<file path="config.mk">
export PLATFORM = sky130hd
export DESIGN_NAME = uart_rx_packet_ctrl
export DESIGN_NICKNAME = d
export VERILOG_FILES = /design/src/rtl/uart_rx_packet_ctrl_pkg.sv /design/src/rtl/uart_rx_packet_ctrl_rx_pkt_buffer.sv /design/src/rtl/uart_rx_packet_ctrl.sv
export SDC_FILE = /design/constraint.sdc
export NUM_CORES = 1
export LEC_CHECK = 0
export BUFFER_PORTS_ARGS = -buffer_cell sky130_fd_sc_hd__buf_2
export CORE_ASPECT_RATIO = 1.75
export CORE_UTILIZATION = 50
export CTS_BUF_LIST = sky130_fd_sc_hd__clkbuf_8
export CTS_CLUSTER_SIZE = 20
export DETAILED_ROUTE_END_ITERATION = 10
export PLACE_DENSITY = 0.74
export SLEW_MARGIN = 20
export SYNTH_ARGS = -nofsm -noshare
export SYNTH_HDL_FRONTEND = slang
export SYNTH_SLANG_ARGS = --single-unit
</file>
<file path="constraint.sdc">
create_clock -name clk -period 4.7 [get_ports clk]
set_input_delay 0.94 -clock clk [delete_from_list [all_inputs] [get_ports clk]]
set_output_delay 0.94 -clock clk [all_outputs]
set_load 0.02 [all_outputs]
</file>
<file path="src/rtl/uart_rx_packet_ctrl_pkg.sv">
// uart_rx_packet_ctrl_pkg
//   Shared definitions for the UART receive packet controller.
//   Contents: FSM state encoding, default SYNC byte, and a clog2 helper
//   that is wide enough to size the inter-byte timeout counter.
//   Optional feature macro used by the top level: UART_RX_ERR_STATS_EN.
package uart_rx_packet_ctrl_pkg;

  typedef enum logic [2:0] {
    HUNT    = 3'd0,
    LEN     = 3'd1,
    PAYLOAD = 3'd2,
    CHK     = 3'd3,
    DRAIN   = 3'd4
  } state_e;

  localparam logic [7:0] SYNC_BYTE_DEFAULT = 8'hA5;

  // Ceiling log2 over a 64-bit argument; the timeout product can exceed 2^31.
  function automatic int clog2_l(input longint value);
    int     r;
    longint v;
    r = 0;
    v = value - 64'sd1;
    while (v > 0) begin
      r++;
      v = v >>> 1;
    end
    return r;
  endfunction

endpackage

</file>
<file path="src/rtl/uart_rx_packet_ctrl_rx_pkt_buffer.sv">
// rx_pkt_buffer
//   Payload store for one packet: DEPTH x 8 register array.
//   Synchronous write, combinational read, no reset on the storage.
// Ports
//   clk      in   system clock
//   wr_en    in   write strobe
//   wr_idx   in   write index
//   wr_data  in   byte to store
//   rd_idx   in   read index
//   rd_data  out  byte at rd_idx
module rx_pkt_buffer #(
  parameter int DEPTH = 16,
  parameter int IW    = 4
) (
  input  logic          clk,
  input  logic          wr_en,
  input  logic [IW-1:0] wr_idx,
  input  logic [7:0]    wr_data,
  input  logic [IW-1:0] rd_idx,
  output logic [7:0]    rd_data
);

  logic [7:0] mem [DEPTH];

  always_ff @(posedge clk) begin
    if (wr_en) begin
      mem[wr_idx] <= wr_data;
    end
  end

  assign rd_data = mem[rd_idx];

endmodule

</file>
<file path="src/rtl/uart_rx_packet_ctrl.sv">
// uart_rx_packet_ctrl
//   Assembles bytes from the UART receiver core into packets of the form
//   SYNC, LEN, LEN payload bytes, CHK (XOR over LEN and payload), and
//   releases the payload on a valid/ready stream only after the check passes.
//   Optional macro UART_RX_ERR_STATS_EN builds the saturating drop counter;
//   without it err_cnt is tied to zero and stats_clr is ignored.
// Ports
//   clk, rst            system clock, asynchronous active-high reset
//   rx_valid/rx_err     per-byte strobes from the receiver core
//   rx_data             received byte
//   pkt_data/valid/last payload stream out, pkt_ready from the consumer
//   pkt_ok/pkt_bad      one-cycle packet verdict pulses
//   rx_overrun          one-cycle pulse when a byte arrives while draining
//   ctrl_busy           high whenever the FSM is not hunting for SYNC
//   stats_clr/err_cnt   drop counter clear and value
//
// state   | meaning
// HUNT    | waiting for SYNC_BYTE
// LEN     | expecting the length byte
// PAYLOAD | storing payload bytes, accumulating checksum
// CHK     | expecting the checksum byte
// DRAIN   | presenting the buffered payload on the output stream
module uart_rx_packet_ctrl
  import uart_rx_packet_ctrl_pkg::*;
#(
  parameter logic [7:0] SYNC_BYTE     = SYNC_BYTE_DEFAULT,
  parameter int         MAX_LEN       = 16,
  parameter int         CLK_RATE      = 100_000_000,
  parameter int         BAUD_RATE     = 19200,
  parameter int         TIMEOUT_BYTES = 4
) (
  input  logic       clk,
  input  logic       rst,
  input  logic       rx_valid,
  input  logic       rx_err,
  input  logic [7:0] rx_data,
  output logic [7:0] pkt_data,
  output logic       pkt_valid,
  input  logic       pkt_ready,
  output logic       pkt_last,
  output logic       pkt_ok,
  output logic       pkt_bad,
  output logic       rx_overrun,
  output logic       ctrl_busy,
  input  logic       stats_clr,
  output logic [7:0] err_cnt
);

  // One character is 10 bit times; computed in 64 bits to avoid overflow.
  localparam longint TMO_L = longint'(TIMEOUT_BYTES) * 64'sd10 *
                             longint'(CLK_RATE) / longint'(BAUD_RATE);
  localparam int TW = (clog2_l(TMO_L + 64'sd1) < 1) ? 1 : clog2_l(TMO_L + 64'sd1);
  localparam logic [TW-1:0] TMO = TW'(TMO_L);
  localparam int IW = (clog2_l(longint'(MAX_LEN)) < 1) ? 1 : clog2_l(longint'(MAX_LEN));
  localparam logic [7:0] MAX_LEN_B = 8'(MAX_LEN);

  state_e        state_q;
  logic [TW-1:0] timer_q;
  logic [7:0]    len_q;
  logic [7:0]    chk_q;
  logic [IW-1:0] wr_idx_q;
  logic [IW-1:0] rd_idx_q;
  logic [7:0]    pkt_data_q;
  logic          pkt_valid_q;
  logic          pkt_last_q;
  logic          pkt_ok_q;
  logic          pkt_bad_q;
  logic          rx_overrun_q;

  logic          run_timer;
  logic          tmo_hit;
  logic          drop;
  logic          buf_wr_en;
  logic [IW-1:0] rd_addr_d;
  logic [7:0]    rd_data;

  assign run_timer = (state_q == LEN) || (state_q == PAYLOAD) || (state_q == CHK);
  assign tmo_hit   = run_timer && (timer_q == TMO);
  // A byte error and timer expiry in the same cycle collapse into one drop.
  assign drop      = run_timer && (rx_err || tmo_hit);
  assign buf_wr_en = (state_q == PAYLOAD) && rx_valid && !drop;

  // Read address looks one ahead on a transfer so the next byte is
  // registered into pkt_data in the same cycle, giving one byte per clock.
  always_comb begin
    rd_addr_d = rd_idx_q;
    if ((state_q == DRAIN) && pkt_valid_q && pkt_ready && !pkt_last_q) begin
      rd_addr_d = rd_idx_q + IW'(1);
    end
  end

  rx_pkt_buffer #(
    .DEPTH (MAX_LEN),
    .IW    (IW)
  ) u_buf (
    .clk     (clk),
    .wr_en   (buf_wr_en),
    .wr_idx  (wr_idx_q),
    .wr_data (rx_data),
    .rd_idx  (rd_addr_d),
    .rd_data (rd_data)
  );

  always_ff @(posedge clk or posedge rst) begin
    if (rst) begin
      state_q      <= HUNT;
      timer_q      <= '0;
      len_q        <= '0;
      chk_q        <= '0;
      wr_idx_q     <= '0;
      rd_idx_q     <= '0;
      pkt_data_q   <= '0;
      pkt_valid_q  <= 1'b0;
      pkt_last_q   <= 1'b0;
      pkt_ok_q     <= 1'b0;
      pkt_bad_q    <= 1'b0;
      rx_overrun_q <= 1'b0;
    end else begin
      pkt_ok_q     <= 1'b0;
      pkt_bad_q    <= 1'b0;
      rx_overrun_q <= 1'b0;

      if (!run_timer || rx_valid || rx_err || tmo_hit) begin
        timer_q <= '0;
      end else begin
        timer_q <= timer_q + TW'(1);
      end

      case (state_q)
        HUNT: begin
          if (rx_valid && (rx_data == SYNC_BYTE)) begin
            state_q <= LEN;
          end
        end

        LEN: begin
          if (drop) begin
            pkt_bad_q <= 1'b1;
            state_q   <= HUNT;
          end else if (rx_valid) begin
            if ((rx_data != 8'd0) && (rx_data <= MAX_LEN_B)) begin
              len_q    <= rx_data;
              chk_q    <= rx_data;
              wr_idx_q <= '0;
              state_q  <= PAYLOAD;
            end else begin
              pkt_bad_q <= 1'b1;
              state_q   <= HUNT;
            end
          end
        end

        PAYLOAD: begin
          if (drop) begin
            pkt_bad_q <= 1'b1;
            state_q   <= HUNT;
          end else if (rx_valid) begin
            chk_q    <= chk_q ^ rx_data;
            wr_idx_q <= wr_idx_q + IW'(1);
            if (8'(wr_idx_q) == (len_q - 8'd1)) begin
              state_q <= CHK;
            end
          end
        end

        CHK: begin
          if (drop) begin
            pkt_bad_q <= 1'b1;
            state_q   <= HUNT;
          end else if (rx_valid) begin
            if (rx_data == chk_q) begin
              pkt_ok_q <= 1'b1;
              rd_idx_q <= '0;
              state_q  <= DRAIN;
            end else begin
              pkt_bad_q <= 1'b1;
              state_q   <= HUNT;
            end
          end
        end

        DRAIN: begin
          if (rx_valid) begin
            rx_overrun_q <= 1'b1;
          end
          if (!pkt_valid_q) begin
            pkt_valid_q <= 1'b1;
            pkt_data_q  <= rd_data;
            pkt_last_q  <= (8'(rd_idx_q) == (len_q - 8'd1));
          end else if (pkt_ready) begin
            if (pkt_last_q) begin
              pkt_valid_q <= 1'b0;
              pkt_last_q  <= 1'b0;
              pkt_data_q  <= '0;
              state_q     <= HUNT;
            end else begin
              rd_idx_q   <= rd_addr_d;
              pkt_data_q <= rd_data;
              pkt_last_q <= (8'(rd_addr_d) == (len_q - 8'd1));
            end
          end
        end

        default: state_q <= HUNT;
      endcase
    end
  end

  assign pkt_data   = pkt_data_q;
  assign pkt_valid  = pkt_valid_q;
  assign pkt_last   = pkt_last_q;
  assign pkt_ok     = pkt_ok_q;
  assign pkt_bad    = pkt_bad_q;
  assign rx_overrun = rx_overrun_q;
  assign ctrl_busy  = (state_q != HUNT);

`ifdef UART_RX_ERR_STATS_EN
  logic [7:0] err_cnt_q;

  // Clear has priority over a coincident drop pulse.
  always_ff @(posedge clk or posedge rst) begin
    if (rst) begin
      err_cnt_q <= 8'h00;
    end else if (stats_clr) begin
      err_cnt_q <= 8'h00;
    end else if (pkt_bad_q && (err_cnt_q != 8'hFF)) begin
      err_cnt_q <= err_cnt_q + 8'd1;
    end
  end

  assign err_cnt = err_cnt_q;
`else
  logic unused_stats_clr;
  assign unused_stats_clr = stats_clr;
  assign err_cnt          = 8'h00;
`endif

endmodule
</file>
==> impl_metrics.tcl <==
set metrics [dict create \
    worst_slew_pin_slew_ns 0.973 \
    die_h_um 181 \
    drt_iter0_drc 356 \
    postCtsSetupBuffers 0 \
    crit_fanout 23 \
    htreeDepth 4 \
    final_cells 952 \
    final-hold-violation-count 0 \
    wl_met3_um 811 \
    synth_area_um2 9190 \
    wl_um 20900 \
    rsz0062_at_grt "false" \
    ir_drop_v 0.000253 \
    die-width_um 105 \
    dr.max_layer_used "met4" \
    startpoint_type "input port" \
    p_leak_nw 3.62 \
    cp-end-kind "register" \
    grt_pass1_vias 6208 \
    ys_async_sr_fraction_pct 31.2 \
    clock-sinks 186 \
    fillers 1459 \
    ioPinCount 36 \
    drc 0 \
    slew_headroom_pct 35.0 \
    synthSimpleGateAreaFrac_pct 11.4 \
    reg2reg_from "rd_idx_q[0]" \
    synth_warnings 0 \
    drtAntennaViolNets 0 \
    clockBufferDepth 2 \
    dp_cells 920 \
    r2r_end "pkt_data[5]" \
    synthAdderAreaFrac_pct 1.09 \
    synth_seq_cells 186 \
    status "completed" \
    finalWorstPathRequiredPeriod_ns 3.31 \
    cts_made_buffers 17 \
    grt_max_degree 37 \
    powerDensity_nw_per_um2 438 \
    synth_area_leaders "edfxtp_1 42%, dfrtp_1 16%, mux4_2 16%, nand2_1 3.0%, nand3_1 2.0%" \
    met2_length_um 11200 \
    min_period_over_period_pct 70.5 \
    wl_met1_um 7230 \
    viasPerCell 6.13 \
    nets 727 \
    grt_pass1_wl_um 32700 \
    place_hpwl_um 15100 \
    gr-usage-all-layers_pct 23.3 \
    drv_cap 0 \
    yosysTopAreaCell "edfxtp_1" \
    arrival_ns 3.41 \
    netlist_instances 670 \
    postLayoutCoreUtil_pct 55.5 \
    diodes 0 \
    place_congestion 0.850 \
    placed_area_um2 9630 \
    r2r_slack_ns 1.67 \
    clk_pin_slew_ns 0.10 \
    post-route-cell-area_um2 10000 \
    synth_compound_area_share_pct 4.94 \
    setup_viol 0 \
    max_freq_mhz 302 \
    area_growth_pct 8.94 \
    cts_tree "built" \
    placementRows 65 \
    yosysTopAreaCellShare_pct 41.8 \
    worstRegToRegCells 5 \
    synth_cell_types 54 \
    core-area_um2 18100 \
    crit_start "rx_data[1]" \
    dieArea_um2 19000 \
    tns_ns 0 \
    grt_antenna_before_repair 0 \
    synth_top_family_by_area "multiplexers" \
    cts-hold-fix-buffers 0 \
    synth_edf_count 128 \
    skew_ns 0.0220 \
    dr.pass1.iters 5 \
    hold_class "reg2reg" \
    drive_gt1_share_pct 22.8 \
    port_buffers 26 \
    synthMuxAreaShare_pct 18.2 \
    overflow 0 \
    synth_seq_area_share_pct 57.6 \
    vias 5834 \
    crit_end "u_buf.mem[11][0]" \
    post_cts_resized 0 \
    required_ns 4.80 \
    clock_latency_ns 0.47 \
    slew_viol_final 0 \
    start_util_pct 50.9 \
    synth-xor-area-share_pct 3.72 \
    root_buffer "clkbuf_8" \
    wl_per_cell_um 21.9 \
    criticalPathCategory "in2reg" \
    syn_area_per_cell_um2 13.7 \
    ys.flop_type "edfxtp_1" \
]
[critical path: stages]
cell	delay, ns
buf_2	0.25
nor4_1	0.34
xnor2_1	0.24
nand3_1	0.21
a211oi_2	0.25
buf_4	0.25
nand4b_1	0.19
nor2_1	0.72
[worst min-delay path by stage]
stage / slack (ns) / end / cells past startpoint / startpoint
final: 0.53 / chk_q[5] / 1 / chk_q[5]
after global routing: 0.54 / chk_q[5] / 1 / chk_q[5]
after CTS: 0.52 / chk_q[5] / 1 / chk_q[5]
after detailed placement: 0.51 / chk_q[5] / 1 / chk_q[5]
after global placement: 0.49 / chk_q[5] / 1 / chk_q[5]
after floorplan: 0.47 / chk_q[5] / 1 / chk_q[5]
[state kept, by name (all words and copies together), names as in the netlist]
name,count
chk_q,8
len_q,8
pkt_bad,1
pkt_data,8
pkt_last,1
pkt_ok,1
pkt_valid,1
rd_idx_q,4
rx_overrun,1
state_q,3
timer_q,18
u_buf.mem,128
wr_idx_q,4
[stage by stage]
step | total power, W | worst slack, ns | hold WS, ns
2_1_floorplan | 0.00304 | 1.13 | 0.470
3_3_place_gp | 0.00333 | 0.896 | 0.489
3_5_place_dp | 0.00338 | 0.902 | 0.507
4_1_cts | 0.00442 | 1.41 | 0.523
5_1_grt | 0.00457 | 1.29 | 0.535
6_report | 0.00439 | 1.39 | 0.527
[per-layer routing]
metal  GRT usage [%]  vias to the layer above
met3            3.09                       66
met4            20.3                        0
met2            41.1                      219
li1                -                     2618
met1            24.3                     2931
met5               0                        -
[cell usage after synthesis, types with 3 or more instances]
cell type and instances:
nor2_1 36, a32oi_1 3, nor3_1 21, xor2_1 20, buf_4 10, ha_1 8
buf_2 16, or2_2 3, mux4_2 64, a21oi_1 23, nor4b_1 3, edfxtp_1 128
nand4_1 5, and3_1 6, inv_1 13, o22ai_1 5, clkbuf_1 14, xnor2_1 19
nor4_1 7, o21ai_0 24, or3_1 10, buf_1 3, nor2b_1 4, dfrtp_1 58
mux2i_1 14, nand3_1 37, nand2_1 74, mux2_2 8
[logic make-up after synthesis]
kind of cell,Yosys count
other cells,1
xor+xnor,39
fa+ha+maj,8
flops,186
compound gates,74
simple gates,219
buf+inv,57
mux,86
[power by group]
part / switching [W] / internal [W]
Combinational: 0.000699 / 0.000720
Sequential: 0.000105 / 0.00180
Clock: 0.000573 / 0.000490
[layout by cell type, fill, tap and decap left out, drive strengths merged, types with 19 or more instances in the layout]
cell type    n
a21oi       23
buf         53
dfrtp       58
edfxtp     128
inv         23
mux4        64
nand2       75
nand3       37
nor2        37
nor3        21
o21ai       24
xnor2       19
xor2        20
[cell type report]
type	count	area (um2)	area share [%]
Sequential cell	186	5300	52.9
Multi-Input combinational cell	434	3650	36.5
Timing Repair Buffer	53	333	3.32
Tap cell	234	293	2.92
Clock buffer	18	248	2.47
Clock inverter	14	143	1.42
Inverter	13	48.8	0.487
Power figures use the tool's default switching activity.
